===== src/rtl/stone_ram_arbiter.sv =====
// rtl/stone_ram_arbiter.sv - arbiter sharing the single-port stone RAM between drawer and two ropes
//
// Purpose:
//   Grants one of three requesters per cycle onto the stone RAM. The drawer
//   (read-only) has fixed top priority. The two rope controllers share the
//   remaining slots round-robin, and either rope may take a lock that keeps
//   the other rope out while it performs a read-modify-write. Locks are
//   force-released after LOCK_MAX locked cycles.
//
// Ports:
//   clock, reset               system clock, synchronous active-high reset
//   draw_req/addr              drawer read request and address
//   draw_gnt, draw_rvalid      drawer granted this cycle / read data valid on rdata
//   rK_req/we/addr/wdata/lock  rope K access request (K = 0, 1)
//   rK_gnt, rK_rvalid          rope K granted this cycle / read data valid on rdata
//   rdata                      shared registered read data
//   ram_addr/wdata/wren, ram_q RAM macro interface
//   lock_owner                 00 none, 01 rope0, 10 rope1
//   lock_timeout               one-cycle pulse on forced lock release
//
// ram_q is expected READ_LAT-1 cycles after the address is presented
// (flow-through for READ_LAT=1); rdata registers it so that rdata and the
// matching rvalid appear exactly READ_LAT cycles after the grant.

module stone_ram_arbiter #(
  parameter int ADDR_W   = 4,
  parameter int DATA_W   = 32,
  parameter int READ_LAT = 1,
  parameter int LOCK_MAX = 200
) (
  input  logic              clock,
  input  logic              reset,
  input  logic              draw_req,
  input  logic [ADDR_W-1:0] draw_addr,
  output logic              draw_gnt,
  output logic              draw_rvalid,
  input  logic              r0_req,
  input  logic              r0_we,
  input  logic [ADDR_W-1:0] r0_addr,
  input  logic [DATA_W-1:0] r0_wdata,
  input  logic              r0_lock,
  output logic              r0_gnt,
  output logic              r0_rvalid,
  input  logic              r1_req,
  input  logic              r1_we,
  input  logic [ADDR_W-1:0] r1_addr,
  input  logic [DATA_W-1:0] r1_wdata,
  input  logic              r1_lock,
  output logic              r1_gnt,
  output logic              r1_rvalid,
  output logic [DATA_W-1:0] rdata,
  output logic [ADDR_W-1:0] ram_addr,
  output logic [DATA_W-1:0] ram_wdata,
  output logic              ram_wren,
  input  logic [DATA_W-1:0] ram_q,
  output logic [1:0]        lock_owner,
  output logic              lock_timeout
);

  // State encoding doubles as the lock_owner code.
  typedef enum logic [1:0] {
    UNLOCKED = 2'b00,
    LOCK0    = 2'b01,
    LOCK1    = 2'b10
  } lock_state_t;

  localparam logic [1:0] TAG_NONE = 2'd0;
  localparam logic [1:0] TAG_DRAW = 2'd1;
  localparam logic [1:0] TAG_R0   = 2'd2;
  localparam logic [1:0] TAG_R1   = 2'd3;

  localparam logic [7:0] CNT_LAST = 8'(LOCK_MAX - 1);

  lock_state_t state, state_next;
  logic [7:0]  lock_cnt, lock_cnt_next;
  logic        timeout_next;
  logic        ptr;            // last granted rope; 1 = rope1
  logic        ptr_next;
  logic        held0, held1;   // lock still asserted by its owner this cycle
  logic [1:0]  new_tag;

  // Read tag pipeline: tag_chain[1:0] is the tag issued this cycle,
  // tag_chain[2i+3:2i+2] is stage i+1 of the shift register.
  logic [2*READ_LAT-1:0] tag_sr;
  logic [2*READ_LAT+1:0] tag_chain;
  logic [1:0]            tag_out;
  logic                  load_data;

  assign lock_owner = state;

  // ---------------------------------------------------------------------
  // Arbitration and RAM drive
  // ---------------------------------------------------------------------
  always_comb begin
    draw_gnt  = 1'b0;
    r0_gnt    = 1'b0;
    r1_gnt    = 1'b0;
    ram_addr  = '0;
    ram_wdata = '0;
    ram_wren  = 1'b0;
    new_tag   = TAG_NONE;
    ptr_next  = ptr;

    // An owner that drops its lock this cycle no longer excludes the other rope.
    held0 = (state == LOCK0) && r0_lock;
    held1 = (state == LOCK1) && r1_lock;

    if (!reset) begin
      if (draw_req) begin
        draw_gnt = 1'b1;
      end else if (held0) begin
        r0_gnt = r0_req;
      end else if (held1) begin
        r1_gnt = r1_req;
      end else if (r0_req && r1_req) begin
        r0_gnt = ptr;
        r1_gnt = !ptr;
      end else begin
        r0_gnt = r0_req;
        r1_gnt = r1_req;
      end
    end

    if (draw_gnt) begin
      ram_addr = draw_addr;
      new_tag  = TAG_DRAW;
    end else if (r0_gnt) begin
      ram_addr  = r0_addr;
      ram_wren  = r0_we;
      ram_wdata = r0_we ? r0_wdata : '0;
      new_tag   = r0_we ? TAG_NONE : TAG_R0;
      ptr_next  = 1'b0;
    end else if (r1_gnt) begin
      ram_addr  = r1_addr;
      ram_wren  = r1_we;
      ram_wdata = r1_we ? r1_wdata : '0;
      new_tag   = r1_we ? TAG_NONE : TAG_R1;
      ptr_next  = 1'b1;
    end
  end

  // ---------------------------------------------------------------------
  // Lock FSM next state
  // ---------------------------------------------------------------------
  always_comb begin
    state_next    = state;
    lock_cnt_next = lock_cnt;
    timeout_next  = 1'b0;

    if (held0 || held1) begin
      if (lock_cnt == CNT_LAST) begin
        state_next    = UNLOCKED;
        lock_cnt_next = '0;
        timeout_next  = 1'b1;
      end else begin
        lock_cnt_next = lock_cnt + 8'd1;
      end
    end else begin
      // Unlocked, or the owner released this cycle: a rope granted now with
      // its lock request asserted takes the lock.
      lock_cnt_next = '0;
      if (r0_gnt && r0_lock) begin
        state_next = LOCK0;
      end else if (r1_gnt && r1_lock) begin
        state_next = LOCK1;
      end else begin
        state_next = UNLOCKED;
      end
    end
  end

  always_ff @(posedge clock) begin
    if (reset) begin
      state        <= UNLOCKED;
      lock_cnt     <= '0;
      lock_timeout <= 1'b0;
      ptr          <= 1'b1;
    end else begin
      state        <= state_next;
      lock_cnt     <= lock_cnt_next;
      lock_timeout <= timeout_next;
      ptr          <= ptr_next;
    end
  end

  // ---------------------------------------------------------------------
  // Read return pipeline
  // ---------------------------------------------------------------------
  assign tag_chain = {tag_sr, new_tag};
  assign tag_out   = tag_sr[2*READ_LAT-1 -: 2];
  // Capture ram_q on the edge where a tag moves into the final stage.
  assign load_data = |tag_chain[2*READ_LAT-1 -: 2];

  always_ff @(posedge clock) begin
    if (reset) begin
      tag_sr <= '0;
      rdata  <= '0;
    end else begin
      tag_sr <= tag_chain[2*READ_LAT-1:0];
      if (load_data) begin
        rdata <= ram_q;
      end
    end
  end

  assign draw_rvalid = (tag_out == TAG_DRAW);
  assign r0_rvalid   = (tag_out == TAG_R0);
  assign r1_rvalid   = (tag_out == TAG_R1);

endmodule


===== config.mk =====
export PLATFORM = sky130hd
export DESIGN_NAME = stone_ram_arbiter
export DESIGN_NICKNAME = d
export VERILOG_FILES = /design/src/rtl/stone_ram_arbiter.sv
export SDC_FILE = /design/constraint.sdc
export NUM_CORES = 1
export LEC_CHECK = 0
export ABC_AREA = 1
export ABC_CLOCK_PERIOD_IN_PS = 1500
export CAP_MARGIN = 25
export CORE_UTILIZATION = 32
export CTS_BUF_LIST = sky130_fd_sc_hd__clkbuf_4 sky130_fd_sc_hd__clkbuf_8 sky130_fd_sc_hd__clkbuf_16
export DETAILED_ROUTE_END_ITERATION = 8
export HOLD_SLACK_MARGIN = 0.08
export PLACE_DENSITY = 0.79
export SLEW_MARGIN = 20
export SYNTH_ARGS = -nofsm -noshare
export SYNTH_HDL_FRONTEND = slang
export SYNTH_SLANG_ARGS = --single-unit

===== constraint.sdc =====
create_clock -name clock -period 1.5 [get_ports clock]
set_input_delay 0.3 -clock clock [delete_from_list [all_inputs] [get_ports clock]]
set_output_delay 0.3 -clock clock [all_outputs]
set_load 0.03 [all_outputs]

# Word level (Yosys, flattened, before mapping)
# Cells that the tools add are included.
word_totals:
  register_bits: 46
  in_bits: 117
  output_inout_bits: 78
  word_cells: 63
op_classes:
  addsub: 1
  eq_ne: 7
  n_mux: 35
  bitwise: 2
  reduce_logical: 12
op_table:
  columns: ["op", "n"]
  rows:
  - ["two-way mux 32 bit", 5]
  - ["two-way mux 1 bit", 18]
  - ["two-way mux 2 bit", 9]
  - ["two-way mux 4 bit", 3]
  - ["adder 8 x 1 -> 8 bit (second input constant)", 1]
  - ["equality test 8 bit (second input constant)", 1]
  - ["equality test 2 bit (second input constant)", 3]
  - ["logical AND 1 bit", 5]
  - ["equality test 2 x 1 -> 1 bit (second input constant)", 2]
  - ["OR reduction 2 bit", 2]
  - ["OR reduction 3 bit", 1]
  - ["inequality test 2 x 1 -> 1 bit (second input constant)", 1]
  - ["NOT 1 bit", 2]
  - ["AND reduction 2 bit", 1]
  - ["nonzero test 2 bit", 1]
  - ["zero test 1 bit", 1]
  - ["logical OR 1 bit", 1]

# Depth between registers and ports, before layout
logic_depth:
  ltp_word: 10
  ltp_mapped: 12
  depth_no_buf: 10

# Least setup slack after synthesis
# Ideal clock, no wire load.
synth_timing:
  path_kind: "reg2out"
  start: "register state[0] (netlist: lock_owner[0])"
  end: "output ram_wdata[22]"
  t_arrival_ns: 1.803
  required_time_ns: 1.200
  path_slack_ns: -0.603
  path_stages_with_launch: 10
  path_buffers: 1
  cell_sequence: "dfxtp_1 -> nand2_1 -> nor2_1 -> inv_1 -> nand2_1 -> nand2_1 -> inv_1 -> clkbuf_1 -> nand3_1 -> nand2_1"
synth_via:
  word_cells_on_any_way: 15
  classes_between: "eq/ne: 2; mux: 11; reduce/logical: 2"
synth_lines:
  columns: ["item", "line", "text"]
  rows:
  - ["from (decl)", "74", "lock_state_t state, state_next;"]
  - ["from (signal assigned)", "179", "state <= state_next;"]
  - ["equality test 2 bit", "106", "held1 = (state == LOCK1) && r1_lock;"]
  - ["logical AND 1 bit", "106", null]
  - ["two-way mux 1 bit", "113", "end else if (held1) begin"]
  - ["two-way mux 1 bit (*)", "111", "end else if (held0) begin"]
  - ["two-way mux 1 bit (*)", "109", "if (draw_req) begin"]
  - ["two-way mux 1 bit (*)", "108", "if (!reset) begin"]
  - ["net r0_gnt", "42", "output logic r0_gnt,"]
  - ["two-way mux 32 bit (*)", "127", "end else if (r0_gnt) begin"]
  - ["two-way mux 32 bit (*)", "124", "if (draw_gnt) begin"]
  - ["to (decl)", "53", "output logic [DATA_W-1:0] ram_wdata,"]
# Mark *: on every way through the listed nets, which the timed path passes. The rest lies on a longest branch.

# Worst setup path after layout
layout_timing:
  start: "register ptr"
  end: "output ram_addr[0]"
layout_via:
  elab_chain_len: 9
  word_cells_on_any_way: 14
  classes_between: "mux: 13; reduce/logical: 1"
layout_rtl:
  columns: ["item", "line", "text"]
  rows:
  - ["from (decl)", "77", "logic ptr;"]
  - ["from (signal assigned)", "182", "ptr <= ptr_next;"]
  - ["zero test 1 bit", "117", "r1_gnt = !ptr;"]
  - ["two-way mux 1 bit", "115", "end else if (r0_req && r1_req) begin"]
  - ["two-way mux 1 bit", "113", null]
  - ["two-way mux 1 bit", "111", null]
  - ["two-way mux 1 bit", "109", null]
  - ["two-way mux 1 bit", "108", null]
  - ["two-way mux 4 bit", "133", "end else if (r1_gnt) begin"]
  - ["two-way mux 4 bit (*)", "127", null]
  - ["two-way mux 4 bit (*)", "124", null]
  - ["to (decl)", "52", "output logic [ADDR_W-1:0] ram_addr,"]
# Mark *: on every way between the ends. The rest lies on a longest branch, timed or not.

==> flow_summary.html <==
<table>
<tr><th>Metric</th><th>Value</th></tr>
<tr><th colspan="2">Placement</th></tr>
<tr><td>Quantity of I/O buffers inserted on ports</td><td>just under 200</td></tr>
<tr><td>RD Place Congestion</td><td>roughly 0.90</td></tr>
<tr><td>DP Worst Slack</td><td>-0.709 ns</td></tr>
<tr><td>Area of placed instances</td><td>5230 um^2</td></tr>
<tr><td>Dpl cells</td><td>~740</td></tr>
<tr><td>Sum of net half-perimeters after detailed placement</td><td>8350 um</td></tr>
<tr><th colspan="2">Timing</th></tr>
<tr><td>Min Tclk post-route</td><td>between 2 and 2.5 ns</td></tr>
<tr><td>Final sum of negative setup slack</td><td>-35.15 ns</td></tr>
<tr><td>Skew final</td><td>a little under 0.01 ns</td></tr>
<tr><td>Slew HR</td><td>0.666</td></tr>
<tr><td>Peak clock frequency supported by timing</td><td>between 400 and 500 MHz</td></tr>
<tr><td>Setup repair after global routing missed its margin</td><td>yes</td></tr>
<tr><td>Worst path setup slack after routing</td><td>-0.569 ns</td></tr>
<tr><td>Number of endpoints failing setup at the final stage</td><td>86</td></tr>
<tr><td>Slew at the pin closest to its max-slew limit</td><td>around 0.50 ns</td></tr>
<tr><td>Period utilization</td><td>1.38</td></tr>
<tr><td>Pins over their slew limit</td><td>0</td></tr>
<tr><td>Final Hold Violating Endpoints</td><td>0</td></tr>
<tr><th colspan="2">Yosys</th></tr>
<tr><td>Cell variety after synth</td><td>20</td></tr>
<tr><td>Synth Register Bits</td><td>46</td></tr>
<tr><td>Post-Synthesis Net Count</td><td>between 500 and 600</td></tr>
<tr><td>Warnings from Yosys</td><td>0</td></tr>
<tr><td>Mean instance size in the synthesized netlist</td><td>roughly 6.2 um^2</td></tr>
<tr><td>Sequential-to-total area share from yosys stat</td><td>0.342</td></tr>
<tr><td>Area of the mapped netlist</td><td>between 2000 and 3000 um^2</td></tr>
<tr><td>Mapped Cells</td><td>roughly 430</td></tr>
<tr><th colspan="2">Critical path</th></tr>
<tr><td>Cell-by-cell listing of the critical path</td><td>inv_1 &gt; nand2_1 &gt; nand2_2 &gt; nand2_4 &gt; nand2_4 &gt; clkinv_8 &gt; buf_12 &gt; buf_16 &gt; nand2_2 &gt; nand3_4 &gt; buf_6</td></tr>
<tr><td>Worst EP required</td><td>about 1.2 ns</td></tr>
<tr><td>Slowest-stage cell, CP</td><td>sky130_fd_sc_hd__dfxtp_2</td></tr>
<tr><td>Launching element type of the critical path</td><td>register</td></tr>
<tr><td>Crit path kind</td><td>reg2out</td></tr>
<tr><td>Highest net fanout along the worst path</td><td>5</td></tr>
<tr><td>CP arrival</td><td>1.77 ns</td></tr>
<tr><td>Top Family by Delay on Critical Path</td><td>buffers and inverters</td></tr>
<tr><td>Peak per-stage delay on the critical path</td><td>between 0.3 and 0.4 ns</td></tr>
<tr><td>Count of buffering cells on the critical path with inverters included</td><td>5</td></tr>
<tr><td>Crit end category</td><td>primary output</td></tr>
<tr><th colspan="2">Global route</th></tr>
<tr><td>Met1 GRT Util</td><td>0.335</td></tr>
<tr><td>Combined global-route utilization of all metal layers</td><td>0.348</td></tr>
<tr><td>Global-route wire length before repair</td><td>~23,000 um</td></tr>
<tr><td>Grt met3 use</td><td>0.109</td></tr>
<tr><td>Initial antenna violation count</td><td>0</td></tr>
<tr><td>Vias in the first global route</td><td>4,302</td></tr>
<tr><td>Pin count of the biggest net entering global routing</td><td>37</td></tr>
<tr><td>GR met2 Demand/Resource</td><td>0.624</td></tr>
<tr><td>Grt ovf</td><td>0</td></tr>
<tr><td>GRT Max-Usage Layer</td><td>met2</td></tr>
<tr><th colspan="2">Power and ir drop</th></tr>
<tr><td>Worst-case vdd ir drop</td><td>approximately 0.0007 V</td></tr>
<tr><td>Pwr per Cell Area</td><td>just under 600 nW/um^2</td></tr>
<tr><td>Power after layout</td><td>4.13 mW</td></tr>
<tr><td>Leakage power</td><td>3.18 nW</td></tr>
<tr><th colspan="2">Floorplanning</th></tr>
<tr><td>Width of the die</td><td>about 94 um</td></tr>
<tr><td>Overall die height</td><td>between 90 and 100 um</td></tr>
<tr><td>Die footprint</td><td>8780 um^2</td></tr>
<tr><td>Core region area</td><td>8180 um^2</td></tr>
<tr><td>Std-Cell Rows</td><td>33</td></tr>
<tr><td>Effective utilization at floorplan</td><td>0.329</td></tr>
<tr><td>I/O pin count</td><td>slightly below 200</td></tr>
<tr><th colspan="2">Clocking</th></tr>
<tr><td>Hold-fix buffers at CTS</td><td>0</td></tr>
<tr><td>Clk sinks</td><td>between 40 and 50</td></tr>
<tr><td>Number of H-tree branching levels</td><td>2</td></tr>
<tr><td>Clk Tree Root Cell</td><td>sky130_fd_sc_hd__clkbuf_8</td></tr>
<tr><td>Clock Pin Slew Worst Setup and Hold Paths</td><td>around 0.090 ns</td></tr>
<tr><td>Latest clock arrival within the worst-skew pair</td><td>about 0.3 ns</td></tr>
<tr><td>Clock tree buffer depth</td><td>2</td></tr>
<tr><td>Number of CTS-inserted buffers</td><td>5</td></tr>
<tr><td>Clock tree from TritonCTS</td><td>done</td></tr>
<tr><th colspan="2">Final layout</th></tr>
<tr><td>Net total in the final layout</td><td>807</td></tr>
<tr><td>Post-Layout Cell Count</td><td>~800</td></tr>
<tr><td>Leading cell types in the layout, fill and taps excluded</td><td>sky130_fd_sc_hd__clkdlybuf4s50_1, sky130_fd_sc_hd__nand3_2, sky130_fd_sc_hd__nand2_1</td></tr>
<tr><td>Number of diodes added for antenna fixing</td><td>0</td></tr>
<tr><td>Most frequent standard cell in the layout excluding fill and tap cells</td><td>sky130_fd_sc_hd__clkdlybuf4s50_1</td></tr>
<tr><td>Number of filler instances in the final layout</td><td>330</td></tr>
<tr><td>Final Cell Area</td><td>between 7000 and 8000 um^2</td></tr>
<tr><td>Growth of design area from synthesis to finish</td><td>165%</td></tr>
<tr><td>Share of layout cells above drive strength 1</td><td>0.486</td></tr>
<tr><th colspan="2">Detailed routing</th></tr>
<tr><td>Total wirelength of the detailed-routed design</td><td>around 20,000 um</td></tr>
<tr><td>Via count</td><td>around 4,600</td></tr>
<tr><td>Average vias per placed instance</td><td>approximately 5.7</td></tr>
<tr><td>Residual antenna-violating net count after detailed routing</td><td>0</td></tr>
<tr><td>Initial drt markers</td><td>roughly 320</td></tr>
<tr><td>Residual DRC count</td><td>0</td></tr>
<tr><td>Average routed wire per standard cell</td><td>24.5 um</td></tr>
<tr><td>First-pass iteration count of the detailed router</td><td>5</td></tr>
<tr><th colspan="2">Outcome</th></tr>
<tr><td>Result of the run</td><td>finished with violations</td></tr>
<tr><td>Failing checks</td><td>setup timing</td></tr>
<tr><th colspan="2">Job</th></tr>
<tr><td>Number of max-cap violations</td><td>0</td></tr>
<tr><th colspan="2">Min path</th></tr>
<tr><td>Worst min-delay path class</td><td>reg2reg</td></tr>
</table>
==> registers in the layout, indices dropped and copies added (netlist names) <==
register,flops
ptr,1
tag_out,2
lock_owner,2
lock_timeout,1
lock_cnt,8
rdata,32
==> metal layers <==
metal / up-vias / part of all wire / wire length, um
li1: 1908 / - / -
met1: 2134 / 0.33 / 6380
met2: 359 / 0.47 / 9080
met3: 150 / 0.11 / 2210
met4: 0 / 0.095 / 1840
met5: - / 0 / 0
==> final timing paths <==
path                            slack (ns)     startpoint  cells past startpoint     endpoint
worst max-delay path                 -0.57            ptr                     11  ram_addr[0]
worst min-delay path                  0.46    lock_cnt[0]                      1  lock_cnt[0]
worst max register to register       -0.43  lock_owner[0]                     13  lock_cnt[4]
worst min register to register        0.46    lock_cnt[0]                      1  lock_cnt[0]
==> cell type report <==
type	count	area, um^2	area share
clock inverters	2	13.8	0.00193
inverters	52	225	0.0316
multi-input cells	303	2450	0.344
clock buffers	6	76.3	0.0107
repair buffers	281	3300	0.463
flip-flops and latches	46	930	0.131
well taps	105	131	0.0184
==> cells by family (layout without fill, tap and decap cells) <==
family / count (synthesis) / in the layout / share of synthesized area
fa+ha+maj: 1 / 1 / 0.00465
simple gates: 264 / 265 / 0.446
buf+inv: 85 / 341 / 0.137
flops: 46 / 46 / 0.342
xor+xnor: 1 / 1 / 0.00325
compound gates: 36 / 36 / 0.0669
==> cells in the mapped netlist <==
| cell | count | share of area |
|---|---|---|
| sky130_fd_sc_hd__nor2_1 | 45 | 0.063 |
| sky130_fd_sc_hd__inv_1 | 50 | 0.070 |
| sky130_fd_sc_hd__nand3_1 | 99 | 0.18 |
| sky130_fd_sc_hd__buf_4 | 2 | 0.0056 |
| sky130_fd_sc_hd__ha_1 | 1 | 0.0046 |
| sky130_fd_sc_hd__buf_2 | 16 | 0.030 |
| sky130_fd_sc_hd__nand2_1 | 100 | 0.14 |
| sky130_fd_sc_hd__nand3_2 | 10 | 0.037 |
| sky130_fd_sc_hd__buf_1 | 3 | 0.0042 |
| sky130_fd_sc_hd__buf_6 | 3 | 0.013 |
| sky130_fd_sc_hd__and2_1 | 1 | 0.0023 |
| sky130_fd_sc_hd__nor3_1 | 5 | 0.0093 |
| sky130_fd_sc_hd__clkbuf_1 | 9 | 0.013 |
| sky130_fd_sc_hd__inv_2 | 2 | 0.0028 |
| sky130_fd_sc_hd__o21ai_0 | 2 | 0.0037 |
| sky130_fd_sc_hd__xor2_1 | 1 | 0.0033 |
| sky130_fd_sc_hd__and3_1 | 1 | 0.0023 |
| sky130_fd_sc_hd__dfxtp_1 | 46 | 0.34 |
| sky130_fd_sc_hd__a21oi_1 | 34 | 0.063 |
| sky130_fd_sc_hd__nor3b_1 | 3 | 0.0084 |
==> repair_timing <==
item	in CTS	in global routing
pin swaps	26	29
setup buffers	25	13
endpoints found under the setup margin	120	87
gates resized for setup	198	119
cloned	17	3
==> per-stage QoR <==
stage | hold slack (ns) | util
2_1_floorplan | 0.418 | -
3_5_place_dp | 0.447 | 0.639
3_3_place_gp | 0.429 | 0.639
5_1_grt | 0.482 | 0.871
6_report | 0.460 | 0.871
4_1_cts | 0.425 | 0.809
==> power breakdown <==
group          switching (mW)  total, mW  internal, mW  leakage (nW)
combinational            1.03       1.97         0.930          2.76
clock                   0.448      0.796         0.348        0.0486
sequential             0.0608       1.37          1.31         0.380
total                    1.54       4.13          2.59          3.18
Note: power is estimated with default switching activity, not from simulation.
